==> src/rtl/axis_skid_pipeline.sv <==
// axis_skid_pipeline: a chain of DEPTH AXI-Stream register slices carrying
// tdata/tkeep/tuser/tlast as one payload.
// REG_MODE 2 uses skid slices, which register both the forward path and tready.
// REG_MODE 1 uses forward-only slices; tready stays combinational.
// REG_MODE 0 is pure wires.
// The occupancy output counts the beats currently held in the block.
module axis_skid_pipeline #(
  parameter int TDATA_WIDTH = 32,
  parameter int TUSER_WIDTH = 1,
  parameter int DEPTH       = 2,
  parameter int REG_MODE    = 2
) (
  input  logic                             clk,
  input  logic                             reset,
  input  logic [TDATA_WIDTH-1:0]           s_axis_tdata,
  input  logic [TDATA_WIDTH/8-1:0]         s_axis_tkeep,
  input  logic [TUSER_WIDTH-1:0]           s_axis_tuser,
  input  logic                             s_axis_tlast,
  input  logic                             s_axis_tvalid,
  output logic                             s_axis_tready,
  output logic [TDATA_WIDTH-1:0]           m_axis_tdata,
  output logic [TDATA_WIDTH/8-1:0]         m_axis_tkeep,
  output logic [TUSER_WIDTH-1:0]           m_axis_tuser,
  output logic                             m_axis_tlast,
  output logic                             m_axis_tvalid,
  input  logic                             m_axis_tready,
  output logic [$clog2(2*DEPTH+1)-1:0]     occupancy
);

  localparam int KEEP_W = TDATA_WIDTH / 8;
  localparam int PW     = TDATA_WIDTH + KEEP_W + TUSER_WIDTH + 1;
  localparam int OCC_W  = $clog2(2*DEPTH+1);

  if (DEPTH < 1 || TDATA_WIDTH % 8 != 0 || TUSER_WIDTH < 1 ||
      REG_MODE < 0 || REG_MODE > 2) begin : g_bad_params
    $fatal(1, "axis_skid_pipeline: illegal DEPTH, TDATA_WIDTH, TUSER_WIDTH or REG_MODE");
  end

  if (REG_MODE == 0) begin : g_bypass
    // Bypass mode holds nothing, so the clock and reset are intentionally unused.
    logic unused_ctrl;
    assign unused_ctrl   = clk ^ reset;
    assign m_axis_tdata  = s_axis_tdata;
    assign m_axis_tkeep  = s_axis_tkeep;
    assign m_axis_tuser  = s_axis_tuser;
    assign m_axis_tlast  = s_axis_tlast;
    assign m_axis_tvalid = s_axis_tvalid;
    assign s_axis_tready = m_axis_tready;
    assign occupancy     = '0;
  end else begin : g_pipe
    // Index i is the input of slice i; index DEPTH is the block output.
    logic [PW-1:0]    stage_data  [0:DEPTH];
    logic             stage_valid [0:DEPTH];
    logic             stage_ready [0:DEPTH];
    logic [OCC_W-1:0] occ_q;
    logic             beat_in;
    logic             beat_out;

    assign stage_data[0]      = {s_axis_tlast, s_axis_tuser, s_axis_tkeep, s_axis_tdata};
    assign stage_valid[0]     = s_axis_tvalid;
    assign s_axis_tready      = stage_ready[0];
    assign stage_ready[DEPTH] = m_axis_tready;
    assign {m_axis_tlast, m_axis_tuser, m_axis_tkeep, m_axis_tdata} = stage_data[DEPTH];
    assign m_axis_tvalid      = stage_valid[DEPTH];

    for (genvar i = 0; i < DEPTH; i++) begin : g_slice
      if (REG_MODE == 2) begin : g_skid
        logic [PW-1:0] main_data;
        logic [PW-1:0] skid_data;
        logic          main_v;
        logic          skid_v;
        logic          rdy;
        logic          accept;
        logic          main_open;

        assign accept    = stage_valid[i] & rdy;
        assign main_open = !main_v | stage_ready[i+1];

        // Slice state EMPTY/ONE/FULL; ready is registered as the inverse of the next skid_v.
        always_ff @(posedge clk) begin
          if (reset) begin
            main_v <= 1'b0;
            skid_v <= 1'b0;
            rdy    <= 1'b0;
          end else if (main_open) begin
            // While skid_v is set, ready is low, so accept is 0 and the skid beat refills main.
            main_v <= skid_v | accept;
            skid_v <= 1'b0;
            rdy    <= 1'b1;
          end else begin
            skid_v <= skid_v | accept;
            rdy    <= !(skid_v | accept);
          end
        end

        // Payload moves with the valids; the skid copy is harmless while ready is high.
        always_ff @(posedge clk) begin
          if (main_open) main_data <= skid_v ? skid_data : stage_data[i];
          if (rdy)       skid_data <= stage_data[i];
        end

        assign stage_ready[i]   = rdy;
        assign stage_data[i+1]  = main_data;
        assign stage_valid[i+1] = main_v;
      end else begin : g_fwd
        logic [PW-1:0] main_data;
        logic          main_v;
        logic          rdy;

        assign rdy = !main_v | stage_ready[i+1];

        // A forward-only slice refills whenever it is empty or draining.
        always_ff @(posedge clk) begin
          if (reset)    main_v <= 1'b0;
          else if (rdy) main_v <= stage_valid[i];
        end

        // The payload register follows the valid register without reset.
        always_ff @(posedge clk) begin
          if (rdy) main_data <= stage_data[i];
        end

        assign stage_ready[i]   = rdy;
        assign stage_data[i+1]  = main_data;
        assign stage_valid[i+1] = main_v;
      end
    end

    assign beat_in  = s_axis_tvalid & stage_ready[0];
    assign beat_out = stage_valid[DEPTH] & m_axis_tready;

    // Beats enter only at the top and leave only at the bottom.
    // This count therefore equals the sum of all held valid bits.
    always_ff @(posedge clk) begin
      if (reset) occ_q <= '0;
      else       occ_q <= occ_q + OCC_W'(beat_in) - OCC_W'(beat_out);
    end

    assign occupancy = occ_q;
  end

endmodule

==> config.mk <==
export PLATFORM = sky130hd
export DESIGN_NAME = axis_skid_pipeline
export DESIGN_NICKNAME = d
export VERILOG_FILES = /design/src/rtl/axis_skid_pipeline.sv
export SDC_FILE = /design/constraint.sdc
export NUM_CORES = 1
export LEC_CHECK = 0
export CAP_MARGIN = 40
export CORE_ASPECT_RATIO = 2
export CORE_MARGIN = 8
export CORE_UTILIZATION = 50
export DETAILED_ROUTE_END_ITERATION = 10
export PLACE_DENSITY = 0.7
export RECOVER_POWER = 25
export SYNTH_ARGS = -nofsm -noshare
export SYNTH_HDL_FRONTEND = slang
export SYNTH_SLANG_ARGS = --single-unit
==> constraint.sdc <==
create_clock -name clk -period 2.9 [get_ports clk]
set_input_delay 0.87 -clock clk [delete_from_list [all_inputs] [get_ports clk]]
set_output_delay 0.87 -clock clk [all_outputs]
set_load 0.005 [all_outputs]
==> flow_metrics.tcl, run 1 <==
set metrics [dict create \
    outcome "finished clean" \
    synthAdderAreaFrac_pct 0.761 \
    worstReg2RegEnd "occupancy[2]" \
    critical_path.max_stage_delay_ps 570 \
    r2r-start "s_axis_tready" \
    power_leakage_nw 2.68 \
    peak_supply_drop_uv 546 \
    global_route.overflow_total 0 \
    synth_xor_xnor_area_share_pct 0.381 \
    multiplexer_fraction_of_the_synthesized_cell_area_pct 15.7 \
    synth_top_cell_area_share_pct 77.2 \
    timing.final.hold_violations 0 \
    worstPathMaxFanout 11 \
    fill_cells 834 \
    clkSinkCount 161 \
    setup_tns_ps 0 \
    hold_start "g_pipe.g_slice[0].g_skid.main_data[23]" \
    detailedPlacementHpwl_mm 6.73 \
    critical-path-top-delay-family "buffers and inverters" \
    drive_above_1_share_pct 31.0 \
    buffer_ports.inserted 84 \
    grt_antenna_before_repair 1 \
    final_net_count 414 \
    worstHoldPathCells 0 \
    wire_per_inst_um 18.2 \
    syn2layout_area_growth_pct 27.4 \
    grt_max_degree 42 \
    setup.worst_path.start_class "flop" \
    synth_top_family_by_area "multiplexers" \
    post_synth_most_frequent_cells "edfxtp_1 (152), mux2_2 (56), mux2_4 (20), dfxtp_1 (9)" \
    post-cts-setup-buffers 0 \
    critPathCaptureType "output port" \
    floorplan.die_area_um2 15800 \
    multiInputGateArea_um2 1090 \
    cts_made_buffers 17 \
    detail_route.wirelength_mm 9.60 \
    synth.area.top_cells "edfxtp_1 (77%), mux2_2 (11%), mux2_4 (5.1%)" \
    cell_with_the_most_instances_after_synthesis "edfxtp_1" \
    timing.final.max_slew_violations 0 \
    worst-r2r-cell-count 8 \
    synth-warning-count 0 \
    yosysTopAreaCell "edfxtp_1" \
    synthSimpleGateAreaFrac_pct 0.783 \
    ctsLongestPathBuffers 2 \
    finalWorstPathRequiredPeriod_ps 2370 \
    synthesized_net_count 312 \
    gr-usage-all-layers_pct 12.9 \
    critPathArrivalTime_ps 1500 \
    chipHeight_um 170 \
    cts_repair_resize_count 0 \
    chipWidth_um 92.9 \
    maxCapViolCount 0 \
    syn-mean-instance-area_um2 22.2 \
    io_pins 85 \
    finalSetupViolCount 0 \
    ys.flop_type "edfxtp_1" \
    synth_area_um2 5920 \
    row_count 56 \
    synth_enable_flop_cells 152 \
    place_inst 495 \
    total_power_w 0.00524 \
    worst_case_headroom_to_the_max_slew_limit_pct 31.5 \
    drc 0 \
    clock-root-buffer "clkbuf_16" \
    tightest_slew_ps 1030 \
    detail_route.first_pass.iterations 4 \
    sequential_cell_area_um2 4750 \
    hold_buffers 0 \
    grt_pass1_vias 2948 \
    clock_latency_reported_for_the_late_side_of_the_worst_skew_pair_ps 410 \
    min_delay_worst_endpoint "g_pipe.g_slice[1].g_skid.skid_data[23]" \
    critical_path.n_buffers_inverters 1 \
    synth.yosys.seq_area_share_pct 80.2 \
    initial_core_utilization_pct 50.9 \
    avgViaCountPerCell 5.09 \
    asyncSetResetFlopFracSynth_pct 0 \
    clock-skew-final_ps 9.41 \
    fin_crit_sh_pct 81.7 \
    dr_total_vias 2685 \
    ys_seq_elements 161 \
    p_per_area_nw_per_um2 695 \
    htree_num_levels 4 \
    layoutNonFillerInstCount 527 \
    hold_class "flop to flop" \
    reg2reg_slack_ps 990 \
    gp_routability_congestion 0.745 \
    global_route_wire_length_before_repair_mm 15.1 \
    tritoncts_clock_tree "yes" \
    grt_setup_unrepaired "false" \
    detail-route-antenna-nets 0 \
    yosys.cell_types.count 19 \
    worstPathRequired_ps 2030 \
    clock_transition_at_the_registers_of_the_reported_paths_ps 60 \
    floorplan.core_area_um2 11600 \
    crit_chain "clkdlybuf4s50_1" \
    cpMaxStageDelayCell "clkdlybuf4s50_1" \
    detail_route.iter0.violations 145 \
    synthCells 267 \
    compound_cell_area_share_of_the_yosys_netlist_pct 0.677 \
    worst-setup-path-type "flop to output port" \
    maxClockFrequency_ghz 0.422 \
]
## cells in the final DEF, fill, tap and decap left out, drive strengths merged
cell / synthesis / routed
a21oi: 4 / 4
clkdlybuf4s50: 0 / 48
edfxtp: 152 / 152
fa: 1 / 1
bufinv: 0 / 3
buf: 8 / 7
nor3: 2 / 2
clkinv: 0 / 5
nor2b: 1 / 1
and2: 1 / 1
xnor3: 1 / 1
dlygate4sd3: 0 / 36
nor2: 2 / 2
diode: 0 / 1
mux2: 76 / 76
inv: 2 / 2
clkbuf: 1 / 21
nand2b: 2 / 2
dfxtp: 9 / 9
nand2: 1 / 1
ha: 2 / 2
clkinvlp: 0 / 3
o21ba: 2 / 2
## flip-flops by register name (all words and copies together), names as in the netlist
register,count
m_axis_tvalid,1
s_axis_tready,1
g_pipe.g_slice.g_skid.main_v,1
g_pipe.g_slice.g_skid.skid_data,76
g_pipe.g_slice.g_skid.skid_v,2
occupancy,3
g_pipe.g_slice.g_skid.rdy,1
g_pipe.g_slice.g_skid.main_data,76
## layout make-up
class | count | area share (%)
inverter | 2 | 0.0996
clock buffer | 20 | 5.79
tap | 145 | 2.41
timing repair buffer | 92 | 12.4
sequential | 161 | 63.0
clock inverter | 11 | 1.86
multi-input combinational | 95 | 14.5
antenna | 1 | 0.0332
## report_power, final
part | total, W | switching, W | internal, W | leakage [nW]
combinational | 0.000302 | 0.000104 | 0.000198 | 0.793
sequential | 0.00278 | 0.0000579 | 0.00273 | 1.62
clock | 0.00215 | 0.000814 | 0.00134 | 0.273
total | 0.00524 | 0.000975 | 0.00426 | 2.68
## per-layer routing
layer / track usage, % / vias to the layer above / part of all wire (%)
met4: 6.29 / 0 / 2.1
li1: - / 1260 / -
met3: 4.55 / 14 / 4.6
met5: 0 / - / 0
met2: 23.9 / 63 / 59
met1: 12.0 / 1348 / 35
## logic make-up (layout without fill, tap and decap cells)
group	count (synthesis)	in the layout
simple gates	9	9
xor+xnor	1	1
other cells	0	1
flops	161	161
compound gates	6	6
mux	76	76
buf+inv	11	125
fa+ha+maj	3	3
## worst max path at each step
stage,endpoint,slack (ps),depth (start not counted),start
finish,s_axis_tready,530,1,s_axis_tready
global route,s_axis_tready,440,1,s_axis_tready
CTS,s_axis_tready,460,1,s_axis_tready
detailed placement,occupancy[2],110,9,m_axis_tready
global placement,occupancy[2],240,9,m_axis_tready
floorplan,g_pipe.g_slice[0].g_skid.main_data[0],230,1,g_pipe.g_slice[1].g_skid.rdy
## through the flow
step | utilization, % | hold slack (ps) | cell area, um^2 | worst slack [ps]
after global routing | 64.8 | 446 | 7540 | 441
after floorplan | - | 422 | 5920 | 229
final | 64.8 | 439 | 7540 | 531
after CTS | 64.8 | 444 | 7540 | 461
after global placement | 59.6 | 429 | 6930 | 243
after detailed placement | 59.9 | 434 | 6960 | 109
Note: power is estimated with default switching activity, not from simulation.
==> run 2: changes to the inputs <==
- clock period: 2.9 -> 2.4 ns (I/O delays scaled with it)
==> run 2 against run 1 <==
Routed wire length shrank 3.5%. Design area is 0.58% higher. Count of clock-buffer cells in the layout is 3 lower. Critical path type unchanged. Via count down 0.93%. Worst setup slack lost 300 ps. First-iteration DRC count shrank 14%. Combinational power is 18% higher. Largest power group unchanged. Final cell count rose by 0.19%. Worst hold slack better by 5.4 ps. Power rose by 23%. Die area unchanged. Critical path depth stayed put.
==> flow_metrics.tcl, run 2 (same netlist as run 1, synthesis figures left out) <==
set metrics [dict create \
    outcome "finished clean" \
    critical-path-top-delay-family "buffers and inverters" \
    gp_routability_congestion 0.693 \
    tritoncts_clock_tree "yes" \
    power_leakage_nw 2.70 \
    tightest_slew_ps 806 \
    clock_latency_reported_for_the_late_side_of_the_worst_skew_pair_ps 400 \
    finalWorstPathRequiredPeriod_ps 2170 \
    ctsLongestPathBuffers 2 \
    cpMaxStageDelayCell "clkdlybuf4s50_1" \
    maxCapViolCount 0 \
    clock-skew-final_ps 10.2 \
    critPathArrivalTime_ps 1450 \
    wire_per_inst_um 17.5 \
    power.sequential.fraction_pct 52.1 \
    syn2layout_area_growth_pct 28.2 \
    timing.final.hold_violations 0 \
    maxClockFrequency_ghz 0.462 \
    grt_setup_unrepaired "false" \
    dpl-instance-area_um2 6970 \
    floorplan.core_area_um2 11600 \
    avgViaCountPerCell 5.04 \
    cell_internal_pwr_w 0.00526 \
    commonest_non_fill_non_tap_cells_in_the_layout "edfxtp_1 (152), mux2_2 (56), clkdlybuf4s50_1 (46), dlygate4sd3_1 (38), mux2_4 (20)" \
    fin_crit_sh_pct 90.3 \
    detail_route.iter0.violations 125 \
    worstPathMaxFanout 4 \
    initial_core_utilization_pct 50.9 \
    hold_ws_ps 444 \
    chipHeight_um 170 \
    detail_route.first_pass.iterations 4 \
    critPathCaptureType "output port" \
    finalSetupViolCount 0 \
    worst_case_headroom_to_the_max_slew_limit_pct 46.3 \
    peak_supply_drop_uv 652 \
    hold_buffers 0 \
    swShare_pct 18.5 \
    buffer_ports.inserted 84 \
    global_route.overflow_total 0 \
    grt_max_degree 42 \
    layoutNonFillerInstCount 528 \
    timing.final.max_slew_violations 0 \
    hold_class "flop to flop" \
    layout.cells.most_common "edfxtp_1" \
    drc 0 \
    final_net_count 414 \
    setup.worst_path.start_class "flop" \
    switching_power_w 0.00119 \
    cts_made_buffers 17 \
    global_route_wire_length_before_repair_mm 14.9 \
    clkSinkCount 161 \
    finish.utilization_pct 65.2 \
    cts_repair_resize_count 0 \
    detail-route-antenna-nets 0 \
    io_pins 85 \
    detailedPlacementHpwl_mm 6.59 \
    stdcell_area_um2 7580 \
    floorplan.die_area_um2 15800 \
    critical_path.max_stage_delay_ps 570 \
    detail_route.wirelength_mm 9.27 \
    htree_num_levels 4 \
    critical_path.n_buffers_inverters 1 \
    row_count 56 \
    combPwrFrac_pct 5.5 \
    drive_above_1_share_pct 31.2 \
    crit_chain "clkdlybuf4s50_1" \
    place_inst 495 \
    chipWidth_um 92.9 \
    clock-root-buffer "clkbuf_16" \
    post-cts-setup-buffers 0 \
    p_per_area_nw_per_um2 852 \
    clock_transition_at_the_registers_of_the_reported_paths_ps 60 \
    grt_antenna_before_repair 1 \
    dr_total_vias 2660 \
    grt_pass1_vias 2886 \
    worstPathRequired_ps 1680 \
    power.share.clock_pct 42.4 \
    worst-setup-path-type "flop to output port" \
    gr-usage-all-layers_pct 12.5 \
]
-- run 2: per-stage QoR --
step                setup WS (ps)  setup TNS [ps]  total power, W
finish                        233               0         0.00646
global route                  131               0         0.00667
CTS                           249               0         0.00654
detailed placement           -176            -229         0.00380
global placement             -111            -136         0.00379
floorplan                     118               0         0.00354
-- run 2: path summary, 6_finish.rpt --
kind	startpoint	to	slack (ps)	cells after the start
max	s_axis_tready	s_axis_tready	230	1
min	g_pipe.g_slice[0].g_skid.main_data[20]	g_pipe.g_slice[1].g_skid.skid_data[20]	440	0
max reg2reg	s_axis_tready	occupancy[2]	570	8
min reg2reg	g_pipe.g_slice[0].g_skid.main_data[20]	g_pipe.g_slice[1].g_skid.skid_data[20]	440	0
-- run 2: routing by layer --
metal | part of all wire, % | up-vias | global-route usage [%]
li1 | - | 1262 | -
met1 | 36 | 1327 | 12.3
met2 | 57 | 63 | 22.7
met3 | 4.8 | 8 | 4.15
met4 | 1.4 | 0 | 6.07
met5 | 0 | - | 0
-- run 2: cell type report --
type                            instances  area, um^2
Antenna cell                            2        5.00
Clock buffer                           17         425
Clock inverter                         14         189
Fill cell                             832        4050
Inverter                                2        7.51
Multi-Input combinational cell         95        1090
Sequential cell                       161        4750
Tap cell                              145         181
Timing Repair Buffer                   92         935
-- run 2: power groups by stage --
stage | logic (W) | registers (W) | clock network (W)
global placement | 0.000369 | 0.00342 | 0
floorplan | 0.000121 | 0.00342 | 0
finish | 0.000357 | 0.00337 | 0.00273
detailed placement | 0.000377 | 0.00343 | 0
global route | 0.000390 | 0.00339 | 0.00290
CTS | 0.000380 | 0.00337 | 0.00279
==> run 3: changes to the inputs <==
- CORE_ASPECT_RATIO: 2 -> 1.75
- clock period: 2.4 -> 2.59 ns (I/O delays scaled with it)
==> run 3 against run 2 <==
Die area is 0.47% lower. Via count is 0.98% higher. Clock skew is 4.7 ps lower. Design area is 0.64% lower. Final cell count is 2.3% lower. Sequential share of layout area is 0.41 points higher. Sequential cell count stayed put. Critical path depth stayed put. Routed wire length is 4.9% higher. Core utilization is 0.14 points lower. Register-to-register slack better by 90 ps. Combinational power is 4% lower. Largest power group unchanged. Highest routed layer unchanged.
==> flow_metrics.tcl, run 3 (same netlist as run 1, synthesis figures left out) <==
set metrics [dict create \
    ctsLongestPathBuffers 2 \
    fill_cells 837 \
    crit_chain "clkdlybuf4s50_1" \
    detail_route.wirelength_mm 9.72 \
    reg2reg_slack_ps 660 \
    worst-r2r-cell-count 3 \
    clock-skew-final_ps 5.41 \
    fin_crit_sh_pct 84.7 \
    switching_power_w 0.00111 \
    peak_supply_drop_uv 618 \
    initial_core_utilization_pct 51.1 \
    final_net_count 413 \
    maxClockFrequency_ghz 0.456 \
    power.share.clock_pct 41.3 \
    tightest_slew_ps 1080 \
    worstReg2RegEnd "s_axis_tready" \
    gr-usage-all-layers_pct 13.2 \
    swShare_pct 18.9 \
    grt_setup_unrepaired "false" \
    groute.layer.met3.usage_pct 5.18 \
    min_delay_worst_endpoint "g_pipe.g_slice[1].g_skid.skid_data[10]" \
    gr-max-usage-layer "met2" \
    drive_above_1_share_pct 29.9 \
    timing.final.max_slew_violations 0 \
    clock-root-buffer "clkbuf_16" \
    worstPathRequired_ps 1810 \
    clkSinkCount 161 \
    buffer_ports.inserted 84 \
    p_per_area_nw_per_um2 781 \
    power_leakage_nw 2.67 \
    grt.met1_usage_pct 12.7 \
    grt_antenna_before_repair 0 \
    drc 0 \
    tritoncts_clock_tree "yes" \
    commonest_non_fill_non_tap_cells_in_the_layout "edfxtp_1 (152), mux2_2 (56), clkdlybuf4s50_1 (51), dlygate4sd3_1 (33), mux2_4 (20)" \
    gp_routability_congestion 0.663 \
    chipHeight_um 160 \
    hold_start "g_pipe.g_slice[0].g_skid.main_data[10]" \
    floorplan.core_area_um2 11600 \
    row_count 52 \
    detail_route.first_pass.iterations 4 \
    critPathArrivalTime_ps 1420 \
    worstHoldPathCells 0 \
    grt_pass1_vias 2930 \
    clock_latency_reported_for_the_late_side_of_the_worst_skew_pair_ps 410 \
    floorplan.die_area_um2 15700 \
    htree_num_levels 4 \
    cts_made_buffers 17 \
    cell_internal_pwr_w 0.00477 \
    detailedPlacementHpwl_mm 6.40 \
    power.sequential.fraction_pct 52.9 \
    grt_max_degree 42 \
    clock_transition_at_the_registers_of_the_reported_paths_ps 60 \
    worst-setup-path-type "flop to output port" \
    io_pins 85 \
    finalWorstPathRequiredPeriod_ps 2190 \
    critical_path.n_buffers_inverters 1 \
    total_power_w 0.00588 \
    setup.worst_path.start_class "flop" \
    combPwrFrac_pct 5.8 \
    detail-route-antenna-nets 0 \
    dr_total_vias 2686 \
    hold_buffers 0 \
    layout.cells.most_common "edfxtp_1" \
    worst_case_headroom_to_the_max_slew_limit_pct 27.8 \
    post-cts-setup-buffers 0 \
    avgViaCountPerCell 5.21 \
    critPathCaptureType "output port" \
    detail_route.iter0.violations 97 \
    r2r-start "s_axis_tready" \
    maxCapViolCount 0 \
    wire_per_inst_um 18.8 \
    critical_path.max_stage_delay_ps 560 \
    met2_usage_pct 24.3 \
    finalSetupViolCount 0 \
    syn2layout_area_growth_pct 27.3 \
    worstPathMaxFanout 4 \
    chipWidth_um 98.2 \
    cpMaxStageDelayCell "clkdlybuf4s50_1" \
    global_route_wire_length_before_repair_mm 15.4 \
    timing.final.hold_violations 0 \
    global_route.overflow_total 0 \
    cts_repair_resize_count 0 \
    outcome "finished clean" \
    hold_class "flop to flop" \
    setup_tns_ps 0 \
    num_antenna_cells 0 \
    critical-path-top-delay-family "buffers and inverters" \
]
## run 3: cell types whose count changed in the layout (fill, tap and decap cells not counted), sizes merged
cell,change
clkdlybuf4s50,+5
dlygate4sd3,-5
clkbuf,+3
clkinv,-2
clkinvlp,+2
diode,-2
buf,-1
bufinv,-1
inv,-1
## run 3: worst max path at each step
| stage | startpoint | end | cells past startpoint |
|---|---|---|---|
| after CTS | s_axis_tvalid | occupancy[2] | 9 |
| after global placement | s_axis_tvalid | occupancy[2] | 9 |
| after global routing | s_axis_tready | s_axis_tready | 1 |
| after detailed placement | s_axis_tvalid | occupancy[2] | 9 |
| after floorplan | s_axis_tready | occupancy[2] | 8 |
| final | s_axis_tready | s_axis_tready | 1 |
## run 3: area by class of cell
class	instances	area [um^2]	share of cell area, %
flip-flops and latches	161	4750	63.0
multi-input cells	95	1090	14.5
repair buffers	91	940	12.5
clock buffers	20	437	5.80
well taps	135	169	2.24
clock inverters	12	141	1.88
inverters	2	7.51	0.0997
## run 3: per-layer routing
| metal | wire length (um) | part of all wire (%) | up-vias |
|---|---|---|---|
| li1 | - | - | 1253 |
| met1 | 3610 | 37 | 1353 |
| met2 | 5480 | 56 | 67 |
| met3 | 465 | 4.8 | 13 |
| met4 | 159 | 1.6 | 0 |
| met5 | 0 | 0 | - |
## run 3: metrics by stage
step	util (%)	std cells	hold slack [ps]	setup WS, ps	area (um^2)
floorplan	-	267	422	79.2	5920
global placement	60.1	484	429	-10.8	6960
detailed placement	60.1	484	434	-36.9	6960
CTS	65.1	516	448	405	7540
global route	65.0	516	455	305	7530
finish	65.0	516	445	395	7530
## run 3: power groups by stage
stage	logic, W	clock network, W	registers (W)
floorplan	0.000112	0	0.00317
global placement	0.000353	0	0.00316
detailed placement	0.000361	0	0.00317
CTS	0.000363	0.00249	0.00311
global route	0.000368	0.00260	0.00313
finish	0.000343	0.00243	0.00311
